$ cat src/rtl/nonlinear_tile_sched_if.sv
// rtl/nonlinear_tile_sched_if.sv - requester/datapath control bundle for nonlinear_tile_sched
// master is the scheduler side, slave is the requester/datapath side.
interface nonlinear_tile_sched_if #(
   parameter int TILE_IDX_W = 4
);
   logic                  sp_req;
   logic                  exp_req;
   logic                  sp_gnt;
   logic                  exp_gnt;
   logic                  tile_req;
   logic                  tile_rdy;
   logic [TILE_IDX_W-1:0] tile_idx;
   logic                  nl_valid_in;
   logic                  nl_mode;
   logic                  nl_done_tile;
   logic                  tile_done;
   logic                  job_done;
   logic                  busy;
   logic                  timeout_err;
   logic                  clear_err;

   modport master (
      input  sp_req, exp_req, tile_rdy, nl_done_tile, clear_err,
      output sp_gnt, exp_gnt, tile_req, tile_idx, nl_valid_in, nl_mode,
             tile_done, job_done, busy, timeout_err
   );

   modport slave (
      output sp_req, exp_req, tile_rdy, nl_done_tile, clear_err,
      input  sp_gnt, exp_gnt, tile_req, tile_idx, nl_valid_in, nl_mode,
             tile_done, job_done, busy, timeout_err
   );
endinterface

$ cat src/rtl/nonlinear_tile_sched.sv
// rtl/nonlinear_tile_sched.sv - round-robin job scheduler for the shared Softplus/Exp tile datapath
// Outputs are registered decodes of the next state, so they line up with the state they describe.
module nonlinear_tile_sched #(
   parameter int N_TILE     = 16,
   parameter int TILE_IDX_W = 4,
   parameter int TIMEOUT    = 64
) (
   input logic                    clk,
   input logic                    rst_n,
   nonlinear_tile_sched_if.master bus
);
   localparam int WAIT_W = $clog2(TIMEOUT);

   typedef enum logic [2:0] {
      S_IDLE, S_FETCH, S_ISSUE, S_WAIT, S_RETIRE, S_DONE
   } state_t;

   state_t            state;
   state_t            next_state;
   logic              rr_last;   // 1 = Exp was served last
   logic [WAIT_W-1:0] wait_cnt;
   logic              pick_exp;
   logic              timeout_hit;
   logic              last_tile;

   always_ff @(posedge clk or negedge rst_n) begin
      if (!rst_n) state <= S_IDLE;
      else        state <= next_state;
   end

   always_comb begin
      next_state  = state;
      pick_exp    = 1'b0;
      timeout_hit = 1'b0;
      last_tile   = (bus.tile_idx == TILE_IDX_W'(N_TILE - 1));
      case (state)
         S_IDLE: begin
            pick_exp = bus.exp_req && (!bus.sp_req || !rr_last);
            if (bus.sp_req || bus.exp_req) next_state = S_FETCH;
         end
         S_FETCH:  if (bus.tile_rdy) next_state = S_ISSUE;
         S_ISSUE:  next_state = S_WAIT;
         S_WAIT: begin
            if (bus.nl_done_tile) begin
               next_state = S_RETIRE;
            end else if (wait_cnt == WAIT_W'(TIMEOUT - 1)) begin
               timeout_hit = 1'b1;
               next_state  = S_DONE;
            end
         end
         S_RETIRE: next_state = last_tile ? S_DONE : S_FETCH;
         S_DONE:   next_state = S_IDLE;
         default:  next_state = S_IDLE;
      endcase
   end

   always_ff @(posedge clk or negedge rst_n) begin
      if (!rst_n) begin
         bus.sp_gnt      <= 1'b0;
         bus.exp_gnt     <= 1'b0;
         bus.tile_req    <= 1'b0;
         bus.tile_idx    <= '0;
         bus.nl_valid_in <= 1'b0;
         bus.nl_mode     <= 1'b0;
         bus.tile_done   <= 1'b0;
         bus.job_done    <= 1'b0;
         bus.busy        <= 1'b0;
         bus.timeout_err <= 1'b0;
         rr_last         <= 1'b1;
         wait_cnt        <= '0;
      end else begin
         bus.tile_req    <= (next_state == S_FETCH);
         bus.nl_valid_in <= (next_state == S_ISSUE);
         bus.tile_done   <= (next_state == S_RETIRE);
         bus.job_done    <= (next_state == S_DONE);
         bus.busy        <= (next_state != S_IDLE);

         if (state == S_IDLE && next_state == S_FETCH) begin
            bus.sp_gnt   <= !pick_exp;
            bus.exp_gnt  <= pick_exp;
            bus.nl_mode  <= pick_exp;
            bus.tile_idx <= '0;
         end else if (state == S_DONE) begin
            bus.sp_gnt  <= 1'b0;
            bus.exp_gnt <= 1'b0;
            rr_last     <= bus.exp_gnt;
         end

         if (state == S_RETIRE && !last_tile) bus.tile_idx <= bus.tile_idx + 1'b1;

         if (state == S_ISSUE)     wait_cnt <= '0;
         else if (state == S_WAIT) wait_cnt <= wait_cnt + 1'b1;

         // A new timeout takes priority over a simultaneous clear.
         if (timeout_hit)        bus.timeout_err <= 1'b1;
         else if (bus.clear_err) bus.timeout_err <= 1'b0;
      end
   end
endmodule

$ cat src/flat_wrapper.sv
// flat-port wrapper written by rule: the top's interface ports become plain ports
module nonlinear_tile_sched_flat 
#(
   parameter int N_TILE     = 16,
   parameter int TILE_IDX_W = 4,
   parameter int TIMEOUT    = 64
)
  (clk, rst_n, bus_sp_req, bus_exp_req, bus_tile_rdy, bus_nl_done_tile, bus_clear_err, bus_sp_gnt, bus_exp_gnt, bus_tile_req, bus_tile_idx, bus_nl_valid_in, bus_nl_mode, bus_tile_done, bus_job_done, bus_busy, bus_timeout_err);
  nonlinear_tile_sched_if #(.TILE_IDX_W(TILE_IDX_W)) bus_i ();
  input logic clk;
  input logic rst_n;
  input wire logic [$bits(bus_i.sp_req)-1:0] bus_sp_req;
  input wire logic [$bits(bus_i.exp_req)-1:0] bus_exp_req;
  input wire logic [$bits(bus_i.tile_rdy)-1:0] bus_tile_rdy;
  input wire logic [$bits(bus_i.nl_done_tile)-1:0] bus_nl_done_tile;
  input wire logic [$bits(bus_i.clear_err)-1:0] bus_clear_err;
  output wire logic [$bits(bus_i.sp_gnt)-1:0] bus_sp_gnt;
  output wire logic [$bits(bus_i.exp_gnt)-1:0] bus_exp_gnt;
  output wire logic [$bits(bus_i.tile_req)-1:0] bus_tile_req;
  output wire logic [$bits(bus_i.tile_idx)-1:0] bus_tile_idx;
  output wire logic [$bits(bus_i.nl_valid_in)-1:0] bus_nl_valid_in;
  output wire logic [$bits(bus_i.nl_mode)-1:0] bus_nl_mode;
  output wire logic [$bits(bus_i.tile_done)-1:0] bus_tile_done;
  output wire logic [$bits(bus_i.job_done)-1:0] bus_job_done;
  output wire logic [$bits(bus_i.busy)-1:0] bus_busy;
  output wire logic [$bits(bus_i.timeout_err)-1:0] bus_timeout_err;
  assign bus_i.sp_req = bus_sp_req;
  assign bus_i.exp_req = bus_exp_req;
  assign bus_i.tile_rdy = bus_tile_rdy;
  assign bus_i.nl_done_tile = bus_nl_done_tile;
  assign bus_i.clear_err = bus_clear_err;
  assign bus_sp_gnt = bus_i.sp_gnt;
  assign bus_exp_gnt = bus_i.exp_gnt;
  assign bus_tile_req = bus_i.tile_req;
  assign bus_tile_idx = bus_i.tile_idx;
  assign bus_nl_valid_in = bus_i.nl_valid_in;
  assign bus_nl_mode = bus_i.nl_mode;
  assign bus_tile_done = bus_i.tile_done;
  assign bus_job_done = bus_i.job_done;
  assign bus_busy = bus_i.busy;
  assign bus_timeout_err = bus_i.timeout_err;
  nonlinear_tile_sched #(.N_TILE(N_TILE), .TILE_IDX_W(TILE_IDX_W), .TIMEOUT(TIMEOUT)) u_core (.clk(clk), .rst_n(rst_n), .bus(bus_i));
endmodule
$ cat config.mk
export PLATFORM = sky130hd
export DESIGN_NAME = nonlinear_tile_sched_flat
export DESIGN_NICKNAME = d
export VERILOG_FILES = /design/src/rtl/nonlinear_tile_sched_if.sv /design/src/rtl/nonlinear_tile_sched.sv /design/src/flat_wrapper.sv
export SDC_FILE = /design/constraint.sdc
export NUM_CORES = 1
export LEC_CHECK = 0
export CAP_MARGIN = 20
export CORE_AREA = 2 2 68 57
export CTS_BUF_LIST = sky130_fd_sc_hd__clkbuf_8 sky130_fd_sc_hd__clkbuf_16
export DETAILED_ROUTE_END_ITERATION = 16
export DIE_AREA = 0 0 70 59
export PLACE_DENSITY = 0.51
export SYNTH_ARGS = -nofsm -noshare
export SYNTH_HDL_FRONTEND = slang
export SYNTH_SLANG_ARGS = --single-unit
export TNS_END_PERCENT = 50
$ cat constraint.sdc
create_clock -name clk -period 2 [get_ports clk]
set_clock_uncertainty 0.1 [all_clocks]
set_input_delay 0.5 -clock clk [delete_from_list [all_inputs] [get_ports clk]]
set_output_delay 0.5 -clock clk [all_outputs]
set_load 0.03 [all_outputs]
# ---- Yosys cells after proc, flatten, opt, wreduce, memory -nomap -nowiden
# Index checks and enable logic that the tools add are counted.
dict set report word_totals {
  register_bits 23
  in_bits 7
  out_inout_bits 13
  wordCells 62
}
dict set report op_classes {
  addsub 2
  n_eq_ne 11
  muxes 19
  bitwise 1
  n_reduce_logical 16
}
# op count
set op_table {}
lappend op_table {{$mux 3} 5}
lappend op_table {{$pmux 3 s5} 1}
lappend op_table {{$eq 3x3->1 const B} 4}
lappend op_table {{$mux 6} 2}
lappend op_table {{$eq 3x2->1 const B} 3}
lappend op_table {{$mux 1} 9}
lappend op_table {{$mux 4} 2}
lappend op_table {{$reduce_bool 2->1} 4}
lappend op_table {{$add 6x1->6 const B} 1}
lappend op_table {{$eq 3x1->1 const B} 2}
lappend op_table {{$eq 6x6->1 const B} 1}
lappend op_table {{$add 4x1->4 const B} 1}
lappend op_table {{$eq 4x4->1 const B} 1}
lappend op_table {{$logic_not 1->1} 4}
lappend op_table {{$logic_and 1x1->1} 3}
lappend op_table {{$logic_not 3->1} 1}
lappend op_table {{$reduce_bool 3->1} 1}
lappend op_table {{$logic_or 1x1->1} 2}
lappend op_table {{$reduce_and 2->1} 1}
lappend op_table {{$not 1->1} 1}

# ---- Logic depth before layout (Yosys ltp)
# Gate-level depths: netlist (run 1).
dict set report depth {
  ltp_word 8
  ltp_mapped 6
  ltp_nobuf 5
}

# ---- Worst setup path after synthesis (run 1)
# Ideal clock, no wire load.
dict set report synth_path {
  path_type {flip-flop to flip-flop}
  startpoint {register u_core.bus.tile_idx[0]}
  endpoint {register u_core.bus.tile_idx[0]}
  setup_ps 125
  arrival_ps 1433
  required_ps 1775
  path_slack_ps 342
  path_stages_with_launch 6
  n_path_buf 0
  synth_period_minus_slack_ps 1658
  path_cell_list {dfrtp_1 > ha_1 > and3_1 > nor2_2 > nor2_1 > mux2_2}
}
dict set report synth_via {
  elab_chain_len 6
  elab_cells_between_ends 10
  classes_between {add/sub: 1; eq/ne: 2; mux: 3; reduce/logical: 4}
}
# element line_no
set synth_rtl {}
lappend synth_rtl {{start: declaration} nonlinear_tile_sched_if.sv:24} ;# output sp_gnt, exp_gnt, tile_req, tile_idx, nl_valid_in, nl_mode,
lappend synth_rtl {{start signal: assignment} nonlinear_tile_sched.sv:89} ;# if (state == S_RETIRE && !last_tile) bus.tile_idx <= bus.tile_idx + 1'b1;
lappend synth_rtl {{$eq 4x4->1} nonlinear_tile_sched.sv:35} ;# last_tile = (bus.tile_idx == TILE_IDX_W'(N_TILE - 1));
lappend synth_rtl {{$mux 3} nonlinear_tile_sched.sv:51} ;# S_RETIRE: next_state = last_tile ? S_DONE : S_FETCH;
lappend synth_rtl {{$pmux 3 s5} nonlinear_tile_sched.sv:36} ;# case (state)
lappend synth_rtl {{$eq 3x1->1} nonlinear_tile_sched.sv:78} ;# if (state == S_IDLE && next_state == S_FETCH) begin
lappend synth_rtl {{$logic_and 1x1->1} nonlinear_tile_sched.sv:78}
lappend synth_rtl {{$reduce_bool 2->1 (no source line)} --}
# Several ways; a longest one is shown, not always the timed one.
# A chain may end at the register's enable or synchronous reset.

# ---- Worst setup path after layout (run 1)
dict set report layout_path {
  startpoint {register u_core.bus.tile_idx[0]}
  endpoint {output bus_tile_idx[0]}
}
# element line_no
set layout_rtl {}
lappend layout_rtl {{end: declaration} flat_wrapper.sv:20} ;# output wire logic [$bits(bus_i.tile_idx)-1:0] bus_tile_idx;
# No word-level cell between the ends.

==> impl_metrics.tcl, run 1 <==
set metrics [dict create \
    status "complete, no violations" \
    place_congestion 0.770 \
    synth_top_family_by_area "simple AND/OR/NAND/NOR gates" \
    area_growth_pct 25.3 \
    path_cells "clkdlybuf4s50_1" \
    dp_cells 164 \
    fin_crit_sh_pct 96.8 \
    synth_nets 113 \
    max_freq_mhz 517 \
    firstDrtPassIters 4 \
    synth_fa_ha_area_share_pct 2.22 \
    ys.flop_type "dfrtp_1" \
    place_ws_ns -0.0382 \
    critical-path-top-delay-family "buffers and inverters" \
    holdCritPathClass "reg2reg" \
    dieHeight_um 59 \
    cts_made_buffers 3 \
    drtIter0Drc 26 \
    synth_compound_area_share_pct 14.4 \
    swShare_pct 40.6 \
    dpl_cell_area_um2 1360 \
    synthSimpleGateAreaFrac_pct 22.4 \
    htreeDepth 1 \
    hold_viol_final 0 \
    critPathKind "reg2out" \
    p_clk_share_pct 14.0 \
    end_kind "primary output" \
    drive_gt1_share_pct 17.5 \
    fin_area_um2 1410 \
    initial_core_util_pct 33.4 \
    relSlewSlack_pct 69.9 \
    die-width_um 70 \
    synth_edf_count 0 \
    clock-root-buffer "clkbuf_8" \
    post_drt_wl_per_cell_um 13.1 \
    setup_viol 0 \
    hold_slack_ns 0.390 \
    portBuffers 19 \
    synth_cell_types 38 \
    async_flop_share_pct 100 \
    seq_power_share_pct 41.4 \
    ys_ff_latch 23 \
    fin_crit_ns 1.94 \
    grt_setup_unrepaired "false" \
    arrival_ns 1.34 \
    cts_tree "built" \
    syn_area_per_cell_um2 10.9 \
    grt_pass1_vias 766 \
    clkTransAtPathRegs_ns 0.08 \
    cap_violations 0 \
    cts.sinks 23 \
    antenna_cells 0 \
    p_leak_nw 0.656 \
    tightest_slew_ns 0.450 \
    slew_viol_final 0 \
    grt_usage_pct 11.1 \
    dp_hpwl_mm 1.61 \
    die-area_um2 4130 \
    switchingPower_mw 0.817 \
    syn-cell-area_um2 1130 \
    coreArea_um2 3380 \
    worstPathRequired_ns 1.40 \
    synth-xor-area-share_pct 0.776 \
    grt_overflow 0 \
    crit_path_start_kind "register" \
    tns_ns 0 \
    comb_power_share_pct 44.7 \
    cp_max_fo 4 \
    antenna_found_initial 0 \
    post_cts_buffers 0 \
    instances_no_fill 168 \
    vias 842 \
    power_density_nw_per_um2 1420 \
    grt_max_degree 24 \
    ys_warn_count 0 \
    cts.path.max_buffers 2 \
    cpPeakStageDelay_ns 0.69 \
    setup_ws_ns 0.0643 \
    power.internal_mw 1.20 \
    clk_latency_ns 0.26 \
    final_nets 136 \
    postRouteAntennaNets 0 \
    cpMaxStageDelayCell "clkdlybuf4s50_1" \
    synth_mux_area_share_pct 4.66 \
    peakVddDrop_mv 0.746 \
    drc_errors 0 \
    synthCells 104 \
    yosysSeqAreaShare_pct 51.1 \
    grt_pass1_wl_mm 3.53 \
    critical_path_buf_inv_count 1 \
    via_per_inst 5.01 \
    routed_wl_mm 2.19 \
    rows 19 \
    boundaryPins 20 \
]
-- worst reg2reg max path: cells and delay by family, from the launching register on --
family | cells | cell delay (ns)
AO/OA/AOI/OAI | 2 | 0.55
flip-flops | 1 | 0.42
AND/OR/NAND/NOR | 2 | 0.34
adder cells (fa/ha/maj) | 1 | 0.24
-- cell usage after synthesis, types with 2 or more instances --
cell | instances | area, um2
dfrtp_1 | 22 | 551
nand2_1 | 14 | 52.6
nor2_1 | 7 | 26.3
o21ai_0 | 6 | 30.0
inv_1 | 5 | 18.8
nand3_1 | 5 | 25.0
a21oi_1 | 3 | 15.0
mux2i_1 | 3 | 30.0
a22o_1 | 2 | 17.5
a2bb2oi_1 | 2 | 17.5
and3_1 | 2 | 12.5
buf_4 | 2 | 15.0
ha_1 | 2 | 25.0
mux2_2 | 2 | 22.5
nand3b_1 | 2 | 15.0
nor3_2 | 2 | 20.0
nor4_1 | 2 | 12.5
-- cells by family (layout without fill, tap and decap cells) --
family                   after synthesis  in the layout
AND/OR/NAND/NOR                       44             44
flip-flops                            23             23
AO/OA/AOI/OAI                         20             20
buffers and inverters                  9             31
multiplexers                           5              5
adder cells (fa/ha/maj)                2              2
XOR/XNOR                               1              1
-- routing by layer --
layer | GRT usage (%) | wire (um) | vias up
met2 | 18.4 | 970 | 24
met3 | 4.08 | 139 | 2
li1 | - | - | 416
met4 | 1.65 | 13 | 0
met1 | 14.6 | 1070 | 400
met5 | 0 | 0 | -
-- power groups by stage --
stage | Clock (mW) | Sequential (mW) | Combinational, mW
floorplan | 0 | 0.908 | 0.558
global placement | 0 | 0.836 | 0.899
global route | 0.317 | 0.858 | 0.987
finish | 0.281 | 0.833 | 0.900
detailed placement | 0 | 0.834 | 0.906
CTS | 0.295 | 0.828 | 0.911
-- layout make-up --
type	count	area, um2
Tap cell	42	52.6
Sequential cell	23	577
Fill cell	349	1960
Multi-Input combinational cell	72	502
Timing Repair Buffer	22	218
Clock buffer	3	41.3
Inverter	5	18.8
Clock inverter	1	5.00
-- sequential cells by signal, indices dropped and copies added, names as in the netlist --
signal	flops
u_core.bus.job_done	1
u_core.bus.exp_gnt	1
u_core.bus.sp_gnt	1
u_core.bus.nl_mode	1
u_core.bus.tile_idx	4
u_core.bus.busy	1
u_core.rr_last	1
u_core.bus.timeout_err	1
u_core.bus.nl_valid_in	1
u_core.wait_cnt	6
u_core.bus.tile_done	1
u_core.state	3
u_core.bus.tile_req	1
-- worst paths after layout --
| check | start | end | slack (ns) | depth (start not counted) |
|---|---|---|---|---|
| worst max-delay path | u_core.bus.tile_idx[0] | bus_tile_idx[0] | 0.06 | 1 |
| worst min-delay path | u_core.bus.nl_mode | u_core.bus.nl_mode | 0.39 | 2 |
| worst max register to register | u_core.wait_cnt[0] | u_core.bus.busy | 0.21 | 5 |
| worst min register to register | u_core.bus.nl_mode | u_core.bus.nl_mode | 0.39 | 2 |
| max in group asynchronous | rst_n | u_core.rr_last | 1.03 | 2 |
| min in group asynchronous | rst_n | u_core.bus.exp_gnt | 0.48 | 2 |
-- metrics by stage --
| step | power (mW) | util [%] |
|---|---|---|
| 6_report | 2.01 | 41.9 |
| 5_1_grt | 2.16 | 41.9 |
| 4_1_cts | 2.03 | 41.7 |
| 3_5_place_dp | 1.74 | 40.4 |
| 3_3_place_gp | 1.74 | 40.4 |
| 2_1_floorplan | 1.47 | - |
-- what timing repair did --
action,4_1_cts,5_1_grt
resized for setup,0,2
hold buffers,0,0
endpoints found under the setup margin,0,2
hold endpoints to repair,0,0
-- layout by cell type, fill, tap and decap left out, types with 2 or more instances in the layout --
master	netlist	final
clkbuf_8	0	3
nor4_1	2	2
dfrtp_1	22	22
nor3_2	2	2
a21oi_1	3	3
mux2_2	2	2
a2bb2oi_1	2	2
ha_1	2	2
mux2i_1	3	3
dlymetal6s2s_1	0	2
nand2_1	14	14
inv_1	5	5
and3_1	2	2
nor2_1	7	7
a22o_1	2	2
buf_4	2	3
clkdlybuf4s50_1	0	17
nand3b_1	2	2
nand3_1	5	5
o21ai_0	6	6
No activity file was read; power rests on OpenSTA's default activity.
==> run 2, diff against run 1 <==
CORE_AREA = 2 2 72 60   (was 2 2 68 57)
DIE_AREA = 0 0 74 62   (was 0 0 70 59)
PLACE_DENSITY = 0.47   (was 0.51)
==> impl_metrics.tcl, run 2 (synthesis gave the netlist of run 1 again) <==
set metrics [dict create \
    seq_power_share_pct 41.0 \
    instances_no_fill 184 \
    switchingPower_mw 0.824 \
    dieHeight_um 62 \
    comb_power_share_pct 44.8 \
    holdCritPathClass "reg2reg" \
    power.internal_mw 1.20 \
    antenna_cells 0 \
    grt_pass1_wl_mm 3.77 \
    fin_crit_ns 1.92 \
    grt_pass1_vias 802 \
    critical_path_buf_inv_count 1 \
    postRouteAntennaNets 0 \
    cts_tree "built" \
    relSlewSlack_pct 76.6 \
    post_cts_buffers 0 \
    grt_overflow 0 \
    drive_gt1_share_pct 17.3 \
    status "complete, no violations" \
    area_growth_pct 27.9 \
    htreeDepth 1 \
    critPathKind "reg2out" \
    via_per_inst 4.57 \
    tightest_slew_ns 0.348 \
    cp_max_fo 3 \
    place_congestion 0.733 \
    portBuffers 19 \
    grt_setup_unrepaired "false" \
    peakVddDrop_mv 0.382 \
    rows 21 \
    vias 841 \
    routed_wl_mm 2.27 \
    clkTransAtPathRegs_ns 0.08 \
    critical-path-top-delay-family "buffers and inverters" \
    grt_max_degree 24 \
    drc_errors 0 \
    boundaryPins 20 \
    r2r_slack_ns 0.25 \
    cts.path.max_buffers 2 \
    fin_crit_sh_pct 95.8 \
    worstPathRequired_ns 1.40 \
    coreArea_um2 3970 \
    dp_cells 180 \
    p_clk_share_pct 14.1 \
    end_kind "primary output" \
    crit_path_start_kind "register" \
    cap_violations 0 \
    regToRegStartpoint "u_core.wait_cnt[0]" \
    crit_start "u_core.bus.exp_gnt" \
    path_cells "clkdlybuf4s50_1" \
    slew_viol_final 0 \
    largest_register_ffs 6 \
    mostFrequentLayoutCells "dfrtp_1, clkdlybuf4s50_1, nand2_1, nor2_1" \
    postLayoutCoreUtil_pct 36.4 \
    initial_core_util_pct 28.4 \
    power_density_nw_per_um2 1400 \
    p_total_mw 2.02 \
    dp_hpwl_mm 1.65 \
    drtIter0Drc 55 \
    cts.sinks 23 \
    layout_commonest_cell "dfrtp_1" \
    setup_viol 0 \
    die-area_um2 4590 \
    tns_ns 0 \
    cpPeakStageDelay_ns 0.68 \
    hold_viol_final 0 \
    firstDrtPassIters 4 \
    antenna_found_initial 0 \
    post_drt_wl_per_cell_um 12.3 \
    hold_path_startpoint "u_core.bus.nl_mode" \
    top_register "u_core.wait_cnt" \
    largestRegisters "u_core.wait_cnt (6), u_core.bus.tile_idx (4), u_core.state (3)" \
    cpMaxStageDelayCell "clkdlybuf4s50_1" \
    arrival_ns 1.32 \
    clk_latency_ns 0.26 \
    die-width_um 74 \
    final_nets 137 \
    grt_usage_pct 11.1 \
    cts_made_buffers 3 \
    max_freq_mhz 522 \
    swShare_pct 40.8 \
    p_leak_nw 0.697 \
    clock-root-buffer "clkbuf_8" \
]
==> run 2: cell types whose count changed in the layout (fill, tap and decap cells not counted), sizes merged <==
cell,change
buf,+1
inv,+1
dlymetal6s2s,+2
clkdlybuf4s50,-2
clkinv,-1
==> run 2: final timing paths <==
kind	end	cells after the start
max	bus_exp_gnt	1
min	u_core.bus.nl_mode	2
max reg2reg	u_core.bus.busy	5
min reg2reg	u_core.bus.nl_mode	2
max in group asynchronous	u_core.rr_last	2
min in group asynchronous	u_core.wait_cnt[2]	2
==> run 2: cell type report <==
class	instances	area, um2
clock inverter	1	3.75
multi-input combinational	72	502
fill	403	2520
tap	57	71.3
inverter	5	18.8
clock buffer	3	41.3
sequential	23	577
timing repair buffer	23	230
==> run 2: worst reg2reg max path, delay by kind of cell, from the launching register on <==
kind,cells,cell delay [ns]
and+or+nand+nor,2,0.41
DFF,1,0.40
adders and majority gates,1,0.20
AOI/OAI and AO/OA,2,0.51
==> run 2: routing by layer <==
| layer | GRT usage (%) | wire, um | vias up |
|---|---|---|---|
| li1 | - | - | 417 |
| met1 | 15.9 | 1140 | 398 |
| met2 | 15.9 | 967 | 21 |
| met3 | 2.26 | 111 | 5 |
| met4 | 5.45 | 48 | 0 |
| met5 | 0 | 0 | - |
==> run 2: through the flow <==
step	setup slack (ns)	hold WS, ns	area, um2
global route	0.0394	0.416	1440
finish	0.0843	0.381	1440
detailed placement	-0.0273	0.372	1390
CTS	0.0223	0.391	1430
floorplan	0.342	0.104	1130
global placement	0.00349	0.363	1390
==> run 2: timing repair <==
action / 4_1_cts / 5_1_grt
endpoints found under the setup margin: 0 / 4
gates resized for setup: 0 / 4
hold buffers: 0 / 0
==> run 2: power groups by stage <==
stage	clock network (mW)	registers (mW)	logic, mW
global placement	0	0.833	0.907
global route	0.314	0.861	0.991
CTS	0.299	0.832	0.919
detailed placement	0	0.837	0.915
finish	0.285	0.830	0.906
floorplan	0	0.908	0.558
